## src/rtl/dpram_wr_ctrl_if.sv

```systemverilog
// Valid/ready word stream feeding the dual-port RAM write controller.
// The master drives beats in; the slave (the controller) answers with in_ready.
interface dpram_wr_ctrl_if #(
  parameter int WIDTH = 16
);
  logic             in_valid;
  logic [WIDTH-1:0] in_data;
  logic             in_ready;

  modport master (output in_valid, output in_data, input  in_ready);
  modport slave  (input  in_valid, input  in_data, output in_ready);
endinterface

```

## src/rtl/dpram_wr_ctrl.sv

```systemverilog
// Write-side controller of the dual-port RAM: accepts a valid/ready stream, drives the RAM write
// port, exports a Gray write pointer and derives level/full from the synchronised reader pointer.
module dpram_wr_ctrl #(
  parameter int  WIDTH     = 16,
  parameter int  DEPTH     = 8,
  parameter int  AF_MARGIN = 2,
  localparam int PTR_W     = $clog2(DEPTH) + 1
) (
  input  logic             wr_clk,
  input  logic             clr,
  input  logic             en,
  dpram_wr_ctrl_if.slave   in_bus,
  input  logic [PTR_W-1:0] rd_ptr_gray,
  output logic             write,
  output logic [3:0]       wr_addr,
  output logic [WIDTH-1:0] wr_data,
  output logic [PTR_W-1:0] wr_ptr_gray,
  output logic [PTR_W-1:0] level,
  output logic             full,
  output logic             almost_full
);

  localparam logic [PTR_W-1:0] FULL_LEVEL = PTR_W'(DEPTH);
  localparam logic [PTR_W-1:0] AF_LEVEL   = PTR_W'(DEPTH - AF_MARGIN);

  typedef enum logic [1:0] {
    ST_IDLE,
    ST_ACTIVE,
    ST_FULL
  } state_t;

  state_t           state, state_nxt;
  logic [PTR_W-1:0] wr_bin, wr_bin_nxt;
  logic [PTR_W-1:0] rd_sync1, rd_sync2, rd_bin;
  logic [PTR_W-1:0] level_nxt;
  logic             full_nxt, almost_full_nxt;
  logic             accept;

  function automatic logic [PTR_W-1:0] gray2bin(input logic [PTR_W-1:0] g);
    logic [PTR_W-1:0] b;
    b[PTR_W-1] = g[PTR_W-1];
    for (int i = PTR_W - 2; i >= 0; i--) begin
      b[i] = b[i+1] ^ g[i];
    end
    return b;
  endfunction

  // in_ready is decoded straight from the state register, so it is glitch-free.
  assign in_bus.in_ready = (state == ST_ACTIVE);
  assign accept          = in_bus.in_valid & in_bus.in_ready;

  // Level and full come from the post-accept pointer, so the accept that fills the RAM
  // also takes the FSM out of ACTIVE at the same edge: no accept can ever happen when full.
  always_comb begin
    // NOTE: every always_comb output gets a default first so no path can infer a latch.
    state_nxt       = state;
    wr_bin_nxt      = wr_bin + PTR_W'(accept);
    rd_bin          = gray2bin(rd_sync2);
    level_nxt       = wr_bin_nxt - rd_bin;
    full_nxt        = (level_nxt == FULL_LEVEL);
    almost_full_nxt = (level_nxt >= AF_LEVEL);

    unique case (state)
      ST_IDLE:   if (en) state_nxt = full_nxt ? ST_FULL : ST_ACTIVE;
      ST_ACTIVE: begin
        if (!en)           state_nxt = ST_IDLE;
        else if (full_nxt) state_nxt = ST_FULL;
      end
      ST_FULL: begin
        if (!en)            state_nxt = ST_IDLE;
        else if (!full_nxt) state_nxt = ST_ACTIVE;
      end
      default:              state_nxt = ST_IDLE;
    endcase
  end

  // NOTE: sequential state uses non-blocking assignments so all flops update together at the edge.
  always_ff @(posedge wr_clk or posedge clr) begin
    if (clr) begin
      state       <= ST_IDLE;
      wr_bin      <= '0;
      rd_sync1    <= '0;
      rd_sync2    <= '0;
      write       <= 1'b0;
      wr_addr     <= '0;
      wr_data     <= '0;
      wr_ptr_gray <= '0;
      level       <= '0;
      full        <= 1'b0;
      almost_full <= 1'b0;
    end else begin
      state       <= state_nxt;
      wr_bin      <= wr_bin_nxt;
      rd_sync1    <= rd_ptr_gray;
      rd_sync2    <= rd_sync1;
      write       <= accept;
      wr_ptr_gray <= wr_bin_nxt ^ (wr_bin_nxt >> 1);
      level       <= level_nxt;
      full        <= full_nxt;
      almost_full <= almost_full_nxt;
      if (accept) begin
        wr_addr <= 4'(wr_bin[PTR_W-2:0]);
        wr_data <= in_bus.in_data;
      end
    end
  end

endmodule

```

## src/flat_wrapper.sv

```systemverilog
// flat-port wrapper written by rule: the top's interface ports become plain ports
module dpram_wr_ctrl_flat 
#(
  parameter int  WIDTH     = 16,
  parameter int  DEPTH     = 8,
  parameter int  AF_MARGIN = 2,
  localparam int PTR_W     = $clog2(DEPTH) + 1
)
  (wr_clk, clr, en, rd_ptr_gray, write, wr_addr, wr_data, wr_ptr_gray, level, full, almost_full, in_bus_in_valid, in_bus_in_data, in_bus_in_ready);
  dpram_wr_ctrl_if #(.WIDTH(WIDTH)) in_bus_i ();
  input  logic wr_clk;
  input  logic clr;
  input  logic en;
  input  logic [PTR_W-1:0] rd_ptr_gray;
  output logic write;
  output logic [3:0] wr_addr;
  output logic [WIDTH-1:0] wr_data;
  output logic [PTR_W-1:0] wr_ptr_gray;
  output logic [PTR_W-1:0] level;
  output logic full;
  output logic almost_full;
  input wire logic [$bits(in_bus_i.in_valid)-1:0] in_bus_in_valid;
  input wire logic [$bits(in_bus_i.in_data)-1:0] in_bus_in_data;
  output wire logic [$bits(in_bus_i.in_ready)-1:0] in_bus_in_ready;
  assign in_bus_i.in_valid = in_bus_in_valid;
  assign in_bus_i.in_data = in_bus_in_data;
  assign in_bus_in_ready = in_bus_i.in_ready;
  dpram_wr_ctrl #(.WIDTH(WIDTH), .DEPTH(DEPTH), .AF_MARGIN(AF_MARGIN)) u_core (.wr_clk(wr_clk), .clr(clr), .en(en), .in_bus(in_bus_i), .rd_ptr_gray(rd_ptr_gray), .write(write), .wr_addr(wr_addr), .wr_data(wr_data), .wr_ptr_gray(wr_ptr_gray), .level(level), .full(full), .almost_full(almost_full));
endmodule
```

## config.mk

```make
export PLATFORM = sky130hd
export DESIGN_NAME = dpram_wr_ctrl_flat
export DESIGN_NICKNAME = d
export VERILOG_FILES = /design/src/rtl/dpram_wr_ctrl_if.sv /design/src/rtl/dpram_wr_ctrl.sv /design/src/flat_wrapper.sv
export SDC_FILE = /design/constraint.sdc
export NUM_CORES = 1
export LEC_CHECK = 0
export ABC_AREA = 1
export CAP_MARGIN = 10
export CELL_PAD_IN_SITES_DETAIL_PLACEMENT = 1
export CELL_PAD_IN_SITES_GLOBAL_PLACEMENT = 2
export CORE_ASPECT_RATIO = 0.9
export CORE_MARGIN = 1
export CORE_UTILIZATION = 27
export CTS_CLUSTER_DIAMETER = 40
export DETAILED_ROUTE_END_ITERATION = 10
export PLACE_DENSITY = 0.75
export SYNTH_ARGS = -nofsm -noshare
export SYNTH_HDL_FRONTEND = slang
export SYNTH_SLANG_ARGS = --single-unit
```

## constraint.sdc

```tcl
create_clock -name wr_clk -period 3.3 [get_ports wr_clk]
set_input_delay 0.33 -clock wr_clk [delete_from_list [all_inputs] [get_ports wr_clk]]
set_output_delay 0.33 -clock wr_clk [all_outputs]
set_load 0.1 [all_outputs]
```

==> flow_metrics.py <==
metrics = {
    "run_status": {
        "status": "finished clean",
    },
    "cts": {
        "insertion_delay_ps": 290,
        "cts_tree": "done",
        "hold_buffers": 0,
        "cts_resized": 0,
        "path_clk_slew_ps": 80,
        "root_buffer": "clkbuf_8",
        "cts_made_buffers": 5,
        "clockBufferDepth": 2,
        "cts.sinks": 43,
        "cts_setup_buffers": 0,
        "htreeDepth": 2,
    },
    "sta": {
        "finClkSkew_ps": 5.60,
        "finalCritPeriodShare": 0.798,
        "slew_violations": 0,
        "max_freq_mhz": 380,
        "slew_headroom": 0.339,
        "hold_viol": 0,
        "setup_violations": 0,
        "min_period_ps": 2630,
        "rsz0062_at_grt": "no",
        "fin_setup_tns_ps": 0,
        "tightest_slew_ps": 989,
    },
    "setup_path": {
        "rr_startpoint": "u_core.state[0]",
        "worstPathRequired_ps": 3490,
        "endpoint_kind": "flop",
        "cp_max_fo": 5,
        "cp.arrival_ps": 2830,
        "r2r_cells": 16,
        "start_kind": "flop",
        "criticalPathCategory": "reg2reg",
        "worstReg2RegEnd": "u_core.state[0]",
        "ff2ff_setup_slack_ps": 670,
    },
    "logic_synthesis": {
        "synth_compound_area_frac": 0.00299,
        "synth_fa_ha_area_frac": 0.0568,
        "synth-seq-cells": 43,
        "synth_xor_area_frac": 0.0508,
        "syn_area_per_cell_um2": 10.4,
        "yosysSeqAreaShare": 0.642,
        "yosys_warnings": 0,
        "synth_top_family_by_area": "simple AND/OR/NAND/NOR gates",
        "syn_nets": 192,
        "synth_cells": 161,
        "synth-simple-area-share": 0.184,
        "synthesis.area_mm2": 0.00168,
        "synthMuxAreaShare": 0,
        "synth_cell_types": 19,
    },
    "floorplan": {
        "io_pins": 56,
        "dieArea_mm2": 0.00652,
        "num_rows": 26,
        "die_x_um": 85.0,
        "initial_core_util": 0.288,
        "fp.dieH_um": 76.7,
        "core-area_mm2": 0.00582,
    },
    "placement": {
        "hpwl_um": 2590,
        "dp.cells": 281,
        "gp_congestion": 0.692,
        "io_buffers": 54,
    },
    "routing": {
        "vias": 1209,
        "viasPerCell": 4.18,
        "wl_per_cell_um": 12.5,
        "first_pass_iters": 3,
        "drtIter0Drc": 59,
        "finalWirelength_um": 3620,
        "drc": 0,
        "final_antenna_net_count": 0,
    },
    "grt": {
        "antenna_found_initial": 0,
        "grt_use_met2": 0.179,
        "grt_start_max_net_pins": 44,
        "track_usage": 0.122,
        "grtUsageMet1": 0.171,
        "grt_overflow": 0,
        "grt_pass1_vias": 1292,
        "grt_use_met3": 0.0280,
        "grt_pass1_wl_um": 6110,
        "top_usage_layer": "met2",
    },
    "final_layout": {
        "final_util": 0.409,
        "stdcell_count": 289,
        "syn_to_final_growth_pct": 42.2,
        "nets": 249,
        "drive_gt1_frac": 0.0594,
        "antennaDiodeCount": 0,
    },
    "job": {
        "max-cap-violations": 0,
    },
    "hold_path": {
        "holdPathEnd": "u_core.rd_sync2[2]",
        "hold_start": "u_core.rd_sync1[2]",
        "hp-class": "reg2reg",
        "hold_depth": 0,
    },
}
[synth_stat cells]
cell type | count | area share
nand4_1 | 1 | 0.0037
nor2_1 | 1 | 0.0022
xor2_1 | 3 | 0.016
xor2_2 | 1 | 0.0097
conb_1 | 1 | 0.0022
xnor2_1 | 3 | 0.016
nor3_1 | 1 | 0.0030
inv_1 | 16 | 0.036
a21oi_1 | 1 | 0.0030
nand3_1 | 5 | 0.015
xnor2_2 | 1 | 0.0097
nor2_2 | 1 | 0.0037
buf_6 | 1 | 0.0067
nand2_1 | 70 | 0.16
buf_4 | 2 | 0.0090
ha_1 | 6 | 0.045
dfrtp_1 | 43 | 0.64
fa_1 | 1 | 0.012
buf_2 | 3 | 0.0090
[sequential cells by signal (all words and copies together) (netlist names), 2 cells and up]
register            flops
u_core.rd_sync2         4
u_core.wr_data         16
u_core.rd_sync1         4
u_core.wr_addr          3
u_core.level            4
u_core.wr_bin           4
u_core.state            2
u_core.wr_ptr_gray      3
[layer usage]
layer	routed length (um)	vias to the layer above	share of wire
met4	63	0	0.017
met3	156	4	0.043
met2	1630	34	0.45
li1	-	588	-
met5	0	-	0
met1	1770	583	0.49
[how the worst max path moves through the flow]
| stage | start | slack, ps | end |
|---|---|---|---|
| global route | u_core.state[0] | 440 | u_core.state[0] |
| detailed placement | in_bus_in_valid | 380 | u_core.state[0] |
| floorplan | u_core.state[1] | 300 | u_core.state[0] |
| finish | u_core.state[0] | 670 | u_core.state[0] |
| CTS | u_core.state[0] | 640 | u_core.state[0] |
| global placement | in_bus_in_valid | 520 | u_core.state[0] |
[final cells by class]
cell class / count / area [um^2]
clock buffer: 8 / 100
fill: 658 / 3440
inverter: 16 / 60.1
multi-input combinational: 96 / 503
sequential: 43 / 1080
tap: 70 / 87.6
timing repair buffer: 56 / 556
[cell usage in the layout (no fill, tap or decap), types with 2 or more instances in the layout]
cell type / synthesis / layout
nand3_1: 5 / 5
clkdlybuf4s50_1: 0 / 54
xor2_1: 3 / 3
inv_1: 16 / 15
xnor2_1: 3 / 3
clkbuf_8: 0 / 7
nand2_1: 70 / 70
ha_1: 6 / 6
dfrtp_1: 43 / 43
buf_4: 2 / 2
[critical path, cell delays in order, from the launching register on]
cell     delay [ps]
dfrtp_1         390
inv_1            90
nor2_4           40
nand2_1          70
inv_1            70
ha_1            230
ha_1            200
xor2_1          370
ha_1            340
a21oi_1         200
nand2_1          80
nand2_1          80
nand2_1          50
nand2_1          70
nand3_1         130
nand2_1          90
inv_1            40
[logic make-up (layout without fill, tap and decap cells)]
logic type,after synthesis,count (layout)
XOR/XNOR,8,8
adder cells (fa/ha/maj),7,7
flip-flops,43,43
AO/OA/AOI/OAI,1,1
other,1,1
buffers and inverters,22,80
AND/OR/NAND/NOR,79,79
[stage by stage]
| step | cell area, um^2 | hold WS (ps) | setup WS (ps) |
|---|---|---|---|
| finish | 2380 | 356 | 665 |
| global route | 2380 | 367 | 439 |
| CTS | 2380 | 360 | 643 |
| detailed placement | 2280 | 343 | 378 |
| global placement | 2280 | 341 | 516 |
| floorplan | 1680 | 331 | 301 |
Power is left out: the tool's default activity adds up to more than one toggle a clock period on the data nets, which glitch-free logic cannot reach.
